--- config.mk ---
export PLATFORM = sky130hd
export DESIGN_NAME = morse_msg_scheduler
export DESIGN_NICKNAME = d
export VERILOG_FILES = /design/src/rtl/morse_pkg.sv /design/src/rtl/morse_letter_fifo.sv /design/src/rtl/morse_msg_scheduler.sv
export SDC_FILE = /design/constraint.sdc
export NUM_CORES = 1
export LEC_CHECK = 0
export ABC_AREA = 1
export CORE_MARGIN = 4
export CORE_UTILIZATION = 36
export CTS_BUF_LIST = sky130_fd_sc_hd__clkbuf_4
export DETAILED_ROUTE_END_ITERATION = 7
export GPL_TIMING_DRIVEN = 0
export PLACE_DENSITY = 0.54
export SLEW_MARGIN = 15
export SYNTH_ARGS = -nofsm -noshare
export SYNTH_HDL_FRONTEND = slang
export SYNTH_HIERARCHICAL = 1
export SYNTH_SLANG_ARGS = --single-unit
--- constraint.sdc ---
create_clock -name Clk -period 2.8 [get_ports Clk]
set_input_delay 0.56 -clock Clk [delete_from_list [all_inputs] [get_ports Clk]]
set_output_delay 0.56 -clock Clk [all_outputs]
set_load 0.05 [all_outputs]
--- src/rtl/morse_pkg.sv ---
// morse_pkg: FSM state encoding, A..H letter table and Morse unit lengths
// shared by the scheduler and its letter queue.
package morse_pkg;

    typedef enum logic [2:0] {
        IDLE,
        LOAD,
        ON,
        GAP,
        LGAP
    } state_t;

    typedef struct packed {
        logic [2:0] cnt;
        logic [3:0] pat;
    } letter_t;

    localparam int DOT_U  = 1;
    localparam int DASH_U = 3;
    localparam int EGAP_U = 1;
    localparam int LGAP_U = 3;
    localparam int WGAP_U = 7;

    // Pattern is MSB-first, 1 = dash, left-aligned in 4 bits.
    function automatic letter_t letter_info(input logic [2:0] code);
        letter_t l;
        unique case (code)
            3'd0:    l = '{cnt: 3'd2, pat: 4'b0100};
            3'd1:    l = '{cnt: 3'd4, pat: 4'b1000};
            3'd2:    l = '{cnt: 3'd4, pat: 4'b1010};
            3'd3:    l = '{cnt: 3'd3, pat: 4'b1000};
            3'd4:    l = '{cnt: 3'd1, pat: 4'b0000};
            3'd5:    l = '{cnt: 3'd4, pat: 4'b0010};
            3'd6:    l = '{cnt: 3'd3, pat: 4'b1100};
            default: l = '{cnt: 3'd4, pat: 4'b0000};
        endcase
        return l;
    endfunction

endpackage

--- src/rtl/morse_letter_fifo.sv ---
// morse_letter_fifo: power-of-two letter queue with a registered
// occupancy count of 0..FIFO_DEPTH; pointers wrap naturally.
module morse_letter_fifo #(
    parameter int FIFO_DEPTH = 4,
    parameter int DW         = 3
) (
    input  logic                         Clk,
    input  logic                         Clr,
    input  logic                         push_i,
    input  logic                         pop_i,
    input  logic [DW-1:0]                data_i,
    output logic [DW-1:0]                data_o,
    output logic [$clog2(FIFO_DEPTH):0]  count_o,
    output logic                         full_o,
    output logic                         empty_o
);

    localparam int AW = $clog2(FIFO_DEPTH);

    logic [DW-1:0] mem_q [FIFO_DEPTH];
    logic [AW-1:0] wr_q, rd_q;
    logic [AW:0]   count_q;
    logic          do_push, do_pop;

    assign full_o  = (count_q == (AW+1)'(FIFO_DEPTH));
    assign empty_o = (count_q == '0);
    assign do_push = push_i && !full_o;
    assign do_pop  = pop_i && !empty_o;
    assign data_o  = mem_q[rd_q];
    assign count_o = count_q;

    always_ff @(posedge Clk) begin
        if (do_push) mem_q[wr_q] <= data_i;
    end

    always_ff @(posedge Clk or posedge Clr) begin
        if (Clr) begin
            wr_q    <= '0;
            rd_q    <= '0;
            count_q <= '0;
        end else begin
            if (do_push) wr_q <= wr_q + AW'(1);
            if (do_pop)  rd_q <= rd_q + AW'(1);
            unique case ({do_push, do_pop})
                2'b10:   count_q <= count_q + (AW+1)'(1);
                2'b01:   count_q <= count_q - (AW+1)'(1);
                default: count_q <= count_q;
            endcase
        end
    end

endmodule

--- src/rtl/morse_msg_scheduler.sv ---
// morse_msg_scheduler: queues A..H letter codes and keys them out as Morse.
// Define MORSE_WORD_GAP_EN to add in_eow and a 7-unit word gap per letter.
module morse_msg_scheduler
    import morse_pkg::*;
#(
    parameter int UNIT_CYCLES = 4,
    parameter int FIFO_DEPTH  = 4
) (
    input  logic       Clk,
    input  logic       Clr,
    input  logic       in_valid,
    input  logic [2:0] in_code,
`ifdef MORSE_WORD_GAP_EN
    input  logic       in_eow,
`endif
    output logic       in_ready,
    output logic       O,
    output logic       busy,
    output logic       letter_done
);

    localparam int CW = $clog2(FIFO_DEPTH) + 1;
    localparam logic [7:0] UC_M1  = 8'(UNIT_CYCLES - 1);
    localparam logic [2:0] U_DOT  = 3'(DOT_U);
    localparam logic [2:0] U_DASH = 3'(DASH_U);
    localparam logic [2:0] U_EGAP = 3'(EGAP_U);
    localparam logic [2:0] U_LGAP = 3'(LGAP_U - EGAP_U);
`ifdef MORSE_WORD_GAP_EN
    localparam int DW = 4;
    localparam logic [2:0] U_WGAP = 3'(WGAP_U - EGAP_U);
`else
    localparam int DW = 3;
`endif

    logic [DW-1:0] fifo_din, fifo_dout;
    logic [CW-1:0] count;
    logic          full, empty, push, pop;

    state_t        state_q, state_d;
    logic [7:0]    cyc_q, cyc_d;
    logic [2:0]    units_q, units_d;
    logic [2:0]    pat_q, pat_d;
    logic [2:0]    elems_q, elems_d;
    logic          O_q, done_q, done_d;
    logic          unit_end, last;
    logic [2:0]    gap_units;
    letter_t       info;

`ifdef MORSE_WORD_GAP_EN
    logic eow_q, eow_d;
    assign fifo_din  = {in_eow, in_code};
    assign gap_units = eow_q ? U_WGAP : U_LGAP;
`else
    assign fifo_din  = in_code;
    assign gap_units = U_LGAP;
`endif

    assign in_ready    = (count < CW'(FIFO_DEPTH));
    assign push        = in_valid && !full;
    assign busy        = (state_q != IDLE) || !empty;
    assign O           = O_q;
    assign letter_done = done_q;
    assign unit_end    = (cyc_q == UC_M1);
    assign last        = unit_end && (units_q == 3'd1);

    morse_letter_fifo #(
        .FIFO_DEPTH(FIFO_DEPTH),
        .DW        (DW)
    ) u_fifo (
        .Clk    (Clk),
        .Clr    (Clr),
        .push_i (push),
        .pop_i  (pop),
        .data_i (fifo_din),
        .data_o (fifo_dout),
        .count_o(count),
        .full_o (full),
        .empty_o(empty)
    );

    always_comb begin
        info    = letter_info(fifo_dout[2:0]);
        state_d = state_q;
        cyc_d   = cyc_q;
        units_d = units_q;
        pat_d   = pat_q;
        elems_d = elems_q;
        pop     = 1'b0;
`ifdef MORSE_WORD_GAP_EN
        eow_d   = eow_q;
`endif
        // Timed states step a cycle counter within a unit, then a unit count.
        if (state_q inside {ON, GAP, LGAP}) begin
            cyc_d   = unit_end ? 8'd0 : cyc_q + 8'd1;
            units_d = unit_end ? units_q - 3'd1 : units_q;
        end
        unique case (state_q)
            IDLE: if (!empty) state_d = LOAD;
            LOAD: begin
                pop     = 1'b1;
                pat_d   = info.pat[2:0];
                elems_d = info.cnt;
                cyc_d   = 8'd0;
                units_d = info.pat[3] ? U_DASH : U_DOT;
                state_d = ON;
`ifdef MORSE_WORD_GAP_EN
                eow_d   = fifo_dout[3];
`endif
            end
            ON: if (last) begin
                state_d = GAP;
                units_d = U_EGAP;
            end
            GAP: if (last) begin
                if (elems_q > 3'd1) begin
                    state_d = ON;
                    pat_d   = {pat_q[1:0], 1'b0};
                    elems_d = elems_q - 3'd1;
                    units_d = pat_q[2] ? U_DASH : U_DOT;
                end else begin
                    state_d = LGAP;
                    units_d = gap_units;
                end
            end
            LGAP: if (last) state_d = empty ? IDLE : LOAD;
            default: state_d = IDLE;
        endcase
        done_d = (state_d == LGAP) && (cyc_d == UC_M1) && (units_d == 3'd1);
    end

    always_ff @(posedge Clk or posedge Clr) begin
        if (Clr) begin
            state_q <= IDLE;
            cyc_q   <= '0;
            units_q <= '0;
            pat_q   <= '0;
            elems_q <= '0;
            O_q     <= 1'b0;
            done_q  <= 1'b0;
`ifdef MORSE_WORD_GAP_EN
            eow_q   <= 1'b0;
`endif
        end else begin
            state_q <= state_d;
            cyc_q   <= cyc_d;
            units_q <= units_d;
            pat_q   <= pat_d;
            elems_q <= elems_d;
            O_q     <= (state_d == ON);
            done_q  <= done_d;
`ifdef MORSE_WORD_GAP_EN
            eow_q   <= eow_d;
`endif
        end
    end

endmodule

# Word-level counts from Yosys, hierarchy flattened
# Memories as Yosys holds them, arrays and structs flattened.
# Index checks and enable logic that the tools add are counted.
[classes] n_lt_le_gt_ge=2 n_eq_ne=21 n_addsub=7 n_mux=29 reduce_logical=17
[ops] operator="$pmux W7 S7" n=1
[ops] operator="$mux W3" n=13
[ops] operator="$mux W8" n=3
[ops] operator="$eq A3 B3 Y1 const B" n=6
[ops] operator="$pmux W3 S2" n=3
[ops] operator="$eq A8 B2 Y1 const B" n=2
[ops] operator="$eq A3 B2 Y1 const B" n=5
[ops] operator="$pmux W3 S5" n=1
[ops] operator="$eq A3 B1 Y1 const B" n=4
[ops] operator="$logic_not A3 Y1" n=3
[ops] operator="$pmux W3 S3" n=1
[ops] operator="$sub A3 B1 Y3 const B" n=3
[ops] operator="$add A8 B1 Y8 const B" n=1
[ops] operator="$logic_and A1 B1 Y1" n=6
[ops] operator="$mux W2" n=3
[ops] operator="$reduce_bool A3 Y1" n=2
[ops] operator="$add A2 B1 Y2 const B" n=2
[ops] operator="$mux W1" n=4
[ops] operator="$reduce_bool A2 Y1" n=2
[ops] operator="$add A3 B1 Y3 const B" n=1
[ops] operator="$gt A3 B1 Y1 const B" n=1
[ops] operator="$lt A3 B3 Y1 const B" n=1
[ops] operator="$reduce_and A3 Y1" n=1
[ops] operator="$eq A2 B1 Y1 const B" n=1
[ops] operator="other kinds (5)" n=6
[word_totals] n_memories=1 ff_bits=29 wordCells=87 ram_bits=12 out_inout_bits=4 input_bits=6
[memory_table] memory="u_fifo.mem_q" depth=4 word_bits=3 rd=1 rd_ports_with_merged_regs=0 write_ports=1 line_no="morse_letter_fifo.sv:20" rtl="logic [DW-1:0] mem_q [FIFO_DEPTH];"

# Longest topological paths before layout
# Gate-level depths: netlist of the first run.
[logic_depth] ltp_word=7 depth_mapped=14 mapped_depth_nobuf=13

# Cells and area by module
# Netlist of the first run, hierarchy kept.
[by_module_without_submodules] module="morse_msg_scheduler" cells_each=211 instances=1 seq_area_each_um2=525.5 area_per_inst_um2=1456.4
[by_module_without_submodules] module="morse_letter_fifo" cells_each=97 instances=1 seq_area_each_um2=535.5 area_per_inst_um2=960.9

# Worst setup path before layout of the first run
# Ideal clock, no wire load.
[synth_path] path_type="register -> register" start="register state_q[2]" end="register u_fifo.count_q[2], in the netlist u_fifo/count_o[2]" required_ns=2.683 setup_slack_ns=0.852 arrival_ns=1.831 path_buffers=0 setup_time_ns=0.117 synth_period_minus_slack_ns=1.948 stages_incl_launch_ff=11 cell_sequence="dfrtp_1 -> nor3_2 -> nand2_1 -> inv_1 -> ha_1 -> inv_1 -> fa_1 -> nand2_1 -> nand3_1 -> nand2_1 -> nand2_1"
[synth_via] elab_chain_cells=5 word_cells_on_any_way=7 classes_between="eq/ne: 3; mux: 2; reduce/logical: 2"
[synth_rtl] element="start: declaration" line_no="morse_msg_scheduler.sv:39" rtl="state_t state_q, state_d;"
[synth_rtl] element="start signal: assignment" line_no="morse_msg_scheduler.sv:144" rtl="state_q <= state_d;"
[synth_rtl] element="$eq A3 B1 Y1 (*)" line_no="morse_msg_scheduler.sv:97" rtl="unique case (state_q)"
[synth_rtl] element="$mux W1 (*)" line_no="morse_msg_scheduler.sv:97"
[synth_rtl] element="named net pop" line_no="morse_msg_scheduler.sv:37" rtl="logic full, empty, push, pop;"
[synth_rtl] element="$logic_and A1 B1 Y1 (*)" line_no="morse_letter_fifo.sv:28" rtl="assign do_pop = pop_i && !empty_o;"
[synth_rtl] element="named net u_fifo.do_pop" line_no="morse_letter_fifo.sv:23" rtl="logic do_push, do_pop;"
[synth_rtl] element="$eq A2 B1 Y1 / $eq A2 B2 Y1 (equally long branches)" line_no="morse_letter_fifo.sv:44" rtl="unique case ({do_push, do_pop})"
[synth_rtl] element="$pmux W3 S2 / $reduce_bool A2 Y1 (equally long branches)"
[synth_rtl] element="end signal: assignment" line_no="morse_letter_fifo.sv:45" rtl="2'b10: count_q <= count_q + (AW+1)'(1);"
[synth_rtl] element="end signal: assignment" line_no="morse_letter_fifo.sv:46" rtl="2'b01: count_q <= count_q - (AW+1)'(1);"
[synth_rtl] element="end signal: assignment" line_no="morse_letter_fifo.sv:47" rtl="default: count_q <= count_q;"
[synth_rtl] element="end: declaration" line_no="morse_letter_fifo.sv:22" rtl="logic [AW:0] count_q;"
# Mark *: on every way through the listed nets, which the timed path passes. The rest lies on a longest branch.
# A chain may end at the register's enable or synchronous reset.

# Final worst setup path of the first run
[layout_path] start="register state_q[1]" end="output port busy"
[layout_via] elab_chain_cells=2
[layout_rtl] element="$reduce_bool A3 Y1" line_no="morse_msg_scheduler.sv:60" rtl="assign busy = (state_q != IDLE) || !empty;"
[layout_rtl] element="$logic_or A1 B1 Y1" line_no="morse_msg_scheduler.sv:60"
[layout_rtl] element="end: declaration" line_no="morse_msg_scheduler.sv:18" rtl="output logic busy,"
# No other way between the ends.

==> impl_metrics.toml, run 1 <==
[status]
status = "finished clean"

[detailed_routing]
drtAntennaViolNets = 0
totalWireLength_um = 4432
via_per_inst = 4.542
wl_per_cell_um = 11.02
post-route-drc-count = 0
vias = 1826
first_pass_iters = 4
drtIter0Drc = 79

[synth]
synth_edf_count = 12
ys_seq_elements = 40
synth_ff_type = "dfrtp_1"
synth_top_area_cell = "dfrtp_1"
syn_inst = 308
synth_most_common_cell = "nand2_1"
yosys-top-cells-area = "dfrtp_1 29%, edfxtp_1 15%, nand2_1 12%"
syn_nets = 325
yosys_warnings = 6
synthArstFlopShare_pct = 70.00
synth_commonest_cells = "76 x nand2_1, 62 x inv_1, 37 x nor2_1"
synth_area_per_cell_um2 = 7.848
yosys.area.top_type_share_pct = 28.99
syn_area_um2 = 2417
yosysUniqueCellTypes = 34
ys_seq_area_share_pct = 43.89

[placed_design]
placed_cells = 394
gp_congestion = 0.7690
dp_hpwl_um = 3435
io_buffers = 9

[floorplan]
die-area_um2 = 8090
core_um2 = 6422
ioPinCount = 10
dieWidth_um = 89.95
rows = 29
start_util_pct = 37.64
die_h_um = 89.95

[clock_network]
post_cts_resized = 0
cts_setup_buffers = 0
cts_tree = "yes"
ctsHoldBuffers = 0
cts-root-buf = "clkbuf_4"
clockBufferDepth = 2
clock_latency_ns = 0.34
cts-buffers-inserted = 5
cts_sinks = 40
h-tree-depth = 2
path_clk_slew_ns = 0.12

[sta]
drv_slew = 0
fin_crit_sh_pct = 92.60
final.setup_skew_ns = 0.01205
hold_viol_final = 0
slew_headroom_pct = 42.20
worstMarginPinSlew_ns = 0.8661
clock.fmax_mhz = 385.7
setup_tns_ns = 0
rsz0062_at_grt = "false"
min_period_ns = 2.593
finalSetupViolCount = 0

[worst_setup_path]
setup.worst_path.start_class = "register"
path_class = "reg2out"
cp.required_ns = 2.24
path_max_fanout = 5
r2r_end = "u_fifo/count_o[2]"
r2r_cells = 10
r2r-start = "state_q[2]"
critPathArrivalTime_ns = 2.03
endpoint_kind = "output pin"
r2r_slack_ns = 0.54

[power_and_ir_drop]
peakVddDrop_v = 0.0003146
p_leak_nw = 1.369
power_density_nw_per_um2 = 1079

[grt]
grt_pass1_wl_um = 8169
grt_max_degree = 22
grt-ovfl-total = 0
track_usage_pct = 12.23
grt_pass1_vias = 1841
antenna_found_initial = 0

[finish]
diodes = 0
multi_input_area_um2 = 1075
seqCellArea_um2 = 1061
final_nets = 341
final_layout_size_suffix_gt1_share_pct = 9.231
layout.cells.non_filler = 402
n_fill_cell = 665
areaGrowthSynthToFinish_pct = 10.82

[flow_run]
cap_violations = 0

[min_path]
holdCritPathClass = "in2async"
-- kinds of logic after synthesis --
family	count (synthesis)	share of synthesized area [%]
and+or+nand+nor	154	29.30
xor gates and xnor gates	5	2.123
buffers and inverters	70	11.65
AOI/OAI and AO/OA	28	7.040
adders and majority gates	11	6.004
DFF	40	43.89
-- critical path: stages (launching register included) --
cell,delay (ns)
dfrtp_1,0.47
nor2_1,0.22
inv_1,0.08
nor2_1,0.13
nand2_1,0.08
clkdlybuf4s50_1,0.70
-- how the worst max path moves through the flow --
| stage | startpoint | end | slack (ns) | cells past startpoint |
|---|---|---|---|---|
| CTS | state_q[1] | busy | 0.17 | 5 |
| detailed placement | in_valid | u_fifo/count_o[1] | 0.42 | 8 |
| global placement | in_valid | u_fifo/count_o[1] | 0.49 | 8 |
| finish | state_q[1] | busy | 0.21 | 5 |
| floorplan | state_q[2] | u_fifo/count_o[2] | 0.85 | 10 |
| global route | state_q[1] | busy | 0.07 | 5 |
-- cell usage in the layout, fill, tap and decap left out, drive strengths merged --
cell type      instances
edfxtp                12
fa                     1
o2111ai                1
o21bai                 1
o21a                   1
clkdlybuf4s50          9
buf                    3
nand3b                 2
o22ai                  1
bufinv                 1
clkinv                 2
a31oi                  2
a21oi                  3
o21ai                 12
dfrtp                 28
o211ai                 7
or2                    2
ha                    10
nor2                  40
xor2                   4
nor3                   2
clkbuf                 5
nand3                 20
nand2                 83
xnor2                  1
inv                   67
nand4                  5
-- metrics by stage --
step / instance area (µm²) / hold WS (ns) / setup slack (ns) / utilization [%] / power [mW]
2_1_floorplan: 2417 / 0.3634 / 0.8521 / - / 2.214
3_3_place_gp: 2604 / 0.4663 / 0.4853 / 40.54 / 2.531
3_5_place_dp: 2604 / 0.4686 / 0.4234 / 40.54 / 2.549
4_1_cts: 2679 / 0.4631 / 0.1692 / 41.71 / 2.931
5_1_grt: 2679 / 0.4945 / 0.06830 / 41.71 / 3.233
6_report: 2679 / 0.4572 / 0.2073 / 41.71 / 2.890
-- where the power goes --
group | switching, mW | total, mW | leakage, nW | internal [mW]
Clock | 0.190 | 0.373 | 0.0403 | 0.182
Combinational | 0.959 | 1.50 | 0.875 | 0.538
Sequential | 0.194 | 1.02 | 0.454 | 0.825
-- sequential cells by signal, indices dropped and copies added, names as in the netlist --
name and count:
O 1, cyc_q 8, elems_q 3, letter_done 1, pat_q 2, state_q 3
u_fifo/count_o 3, u_fifo/mem_q 12, u_fifo/rd_q 2, u_fifo/wr_q 2, units_q 3
-- per-layer routing --
| layer | global-route usage [%] | wire length [µm] | share of wire, % | vias to the layer above |
|---|---|---|---|---|
| li1 | - | - | - | 987 |
| met1 | 14.74 | 2112 | 48 | 818 |
| met2 | 21.68 | 2153 | 49 | 19 |
| met3 | 2.170 | 133 | 3.0 | 2 |
| met4 | 4.719 | 32 | 0.72 | 0 |
| met5 | 0 | 0 | 0 | - |
-- final cells by class --
class | count | share of cell area, %
multi-input combinational | 198 | 40.12
tap | 77 | 3.596
clock inverter | 3 | 1.401
sequential | 40 | 39.61
timing repair buffer | 9 | 3.363
buffer | 3 | 1.121
clock buffer | 5 | 1.401
inverter | 67 | 9.388
Note: power is estimated with default switching activity, not from simulation.
==> run 2: changes to the inputs <==
- RECOVER_POWER: not set -> 25
- SKIP_LAST_GASP: not set -> 1
==> run 2 against run 1 <==
Hold slack gained 0.024 ns. First-iteration DRC count did not move. Sequential cell count did not move. Combinational power is essentially flat. Global-route usage stayed put. Critical endpoint unchanged. Highest routed layer unchanged.
==> impl_metrics.toml, run 2 (synthesis gave the netlist of run 1 again) <==
[grt]
grt_pass1_wl_um = 8169
grt_pass1_vias = 1841
grt-ovfl-total = 0
grt_max_degree = 22
track_usage_pct = 12.23
antenna_found_initial = 0

[flow_run]
cap_violations = 0

[floorplan]
start_util_pct = 37.64
dieWidth_um = 89.95
ioPinCount = 10
rows = 29
die-area_um2 = 8090
die_h_um = 89.95
core_um2 = 6422

[detailed_routing]
drtAntennaViolNets = 0
post-route-drc-count = 0
via_per_inst = 4.545
wl_per_cell_um = 11.01
first_pass_iters = 4
vias = 1827
totalWireLength_um = 4427
drtIter0Drc = 79

[finish]
layout.cells.non_filler = 402
final_layout_size_suffix_gt1_share_pct = 8.923
most-common-layout-cells = "77 x nand2_1, 62 x inv_1, 37 x nor2_1"
largest_reg_flops = 12
areaGrowthSynthToFinish_pct = 10.51
final_core_util_pct = 41.59
final_nets = 341
diodes = 0
mostFrequentLayoutCell = "nand2_1"
n_fill_cell = 667
reg_top3 = "u_fifo/mem_q x12, cyc_q x8"
top_register = "u_fifo/mem_q"

[status]
status = "finished clean"

[worst_setup_path]
path_class = "reg2out"
path_max_fanout = 5
cp.required_ns = 2.24
crit_buf_inv = 2
critPathArrivalTime_ns = 2.03
critPathTopFamily = "buffers and inverters"
slowest_delay_ns = 0.70
critPathSlowestCell = "clkdlybuf4s50_1"
cp_cell_sequence = "nor2_1, inv_1, nor2_1, nand2_1, clkdlybuf4s50_1"
endpoint_kind = "output pin"
cpMostUsedCell = "nor2_1"
setup.worst_path.start_class = "register"

[clock_network]
post_cts_resized = 0
h-tree-depth = 2
cts_tree = "yes"
path_clk_slew_ns = 0.12
clock_latency_ns = 0.34
cts-buffers-inserted = 5
cts-root-buf = "clkbuf_4"
cts_setup_buffers = 0
clockBufferDepth = 2
ctsHoldBuffers = 0
cts_sinks = 40

[power_and_ir_drop]
p_switching_mw = 1.339
comb_power_share_pct = 51.7
p_leak_nw = 1.369
peakVddDrop_v = 0.0003128
sw_frac_of_total_pct = 46.48
internal_power_mw = 1.542
seqPwrFrac_pct = 35.4
power_density_nw_per_um2 = 1078
clockPowerShare_pct = 12.9

[placed_design]
placed_cells = 394
gp_congestion = 0.7690
io_buffers = 9
dp_hpwl_um = 3435

[sta]
min_period_ns = 2.593
rsz0062_at_grt = "false"
final.setup_skew_ns = 0.01232
finalSetupViolCount = 0
fin_crit_sh_pct = 92.60
setup_tns_ns = 0
slew_headroom_pct = 42.19
drv_slew = 0
hold_viol_final = 0
clock.fmax_mhz = 385.7
worstMarginPinSlew_ns = 0.8661

[min_path]
holdCritPathClass = "reg2reg"
[run 2: cell count changes in the layout (fill, tap and decap cells not counted), sizes merged]
cell / previous run / this run
clkdlybuf4s50: 9 / 4
dlygate4sd3: 0 / 5
[run 2: worst paths after layout]
kind	cells after the start	slack, ns	end	startpoint
max	5	0.21	busy	state_q[1]
min	1	0.48	u_fifo/count_o[0]	u_fifo/count_o[0]
max reg2reg	10	0.54	u_fifo/count_o[2]	state_q[2]
min reg2reg	1	0.48	u_fifo/count_o[0]	u_fifo/count_o[0]
max in group asynchronous	2	1.42	elems_q[0]	Clr
min in group asynchronous	2	0.59	u_fifo/count_o[1]	Clr
[run 2: metal layers]
layer | GRT usage (%) | vias to the layer above | part of all wire (%) | wire, µm
met5 | 0 | - | 0 | 0
li1 | - | 988 | - | -
met3 | 2.170 | 2 | 3.0 | 131
met2 | 21.68 | 19 | 49 | 2159
met4 | 4.719 | 0 | 0.72 | 32
met1 | 14.74 | 818 | 48 | 2104
[run 2: layout make-up]
cell class | instances | area, µm² | share of cell area (%)
Timing Repair Buffer | 9 | 90.09 | 3.372
Clock inverter | 3 | 37.54 | 1.405
Sequential cell | 40 | 1061 | 39.72
Buffer | 3 | 30.03 | 1.124
Inverter | 67 | 251.5 | 9.415
Clock buffer | 5 | 37.54 | 1.405
Tap cell | 77 | 96.34 | 3.607
Multi-Input combinational cell | 198 | 1067 | 39.95
[run 2: power groups by stage]
stage,combinational (mW),sequential (mW),clock (mW)
3_5_place_dp,1.52,1.03,0
5_1_grt,1.75,1.06,0.415
2_1_floorplan,1.21,1.01,0
3_3_place_gp,1.50,1.03,0
4_1_cts,1.52,1.02,0.388
6_report,1.49,1.02,0.372
[run 2: stage by stage]
| step | power (mW) | worst slack [ns] | hold slack (ns) | area [µm²] |
|---|---|---|---|---|
| CTS | 2.931 | 0.1692 | 0.4631 | 2679 |
| floorplan | 2.214 | 0.8521 | 0.3634 | 2417 |
| detailed placement | 2.549 | 0.4234 | 0.4686 | 2604 |
| finish | 2.881 | 0.2073 | 0.4814 | 2671 |
| global placement | 2.531 | 0.4853 | 0.4663 | 2604 |
| global route | 3.224 | 0.06830 | 0.5105 | 2671 |
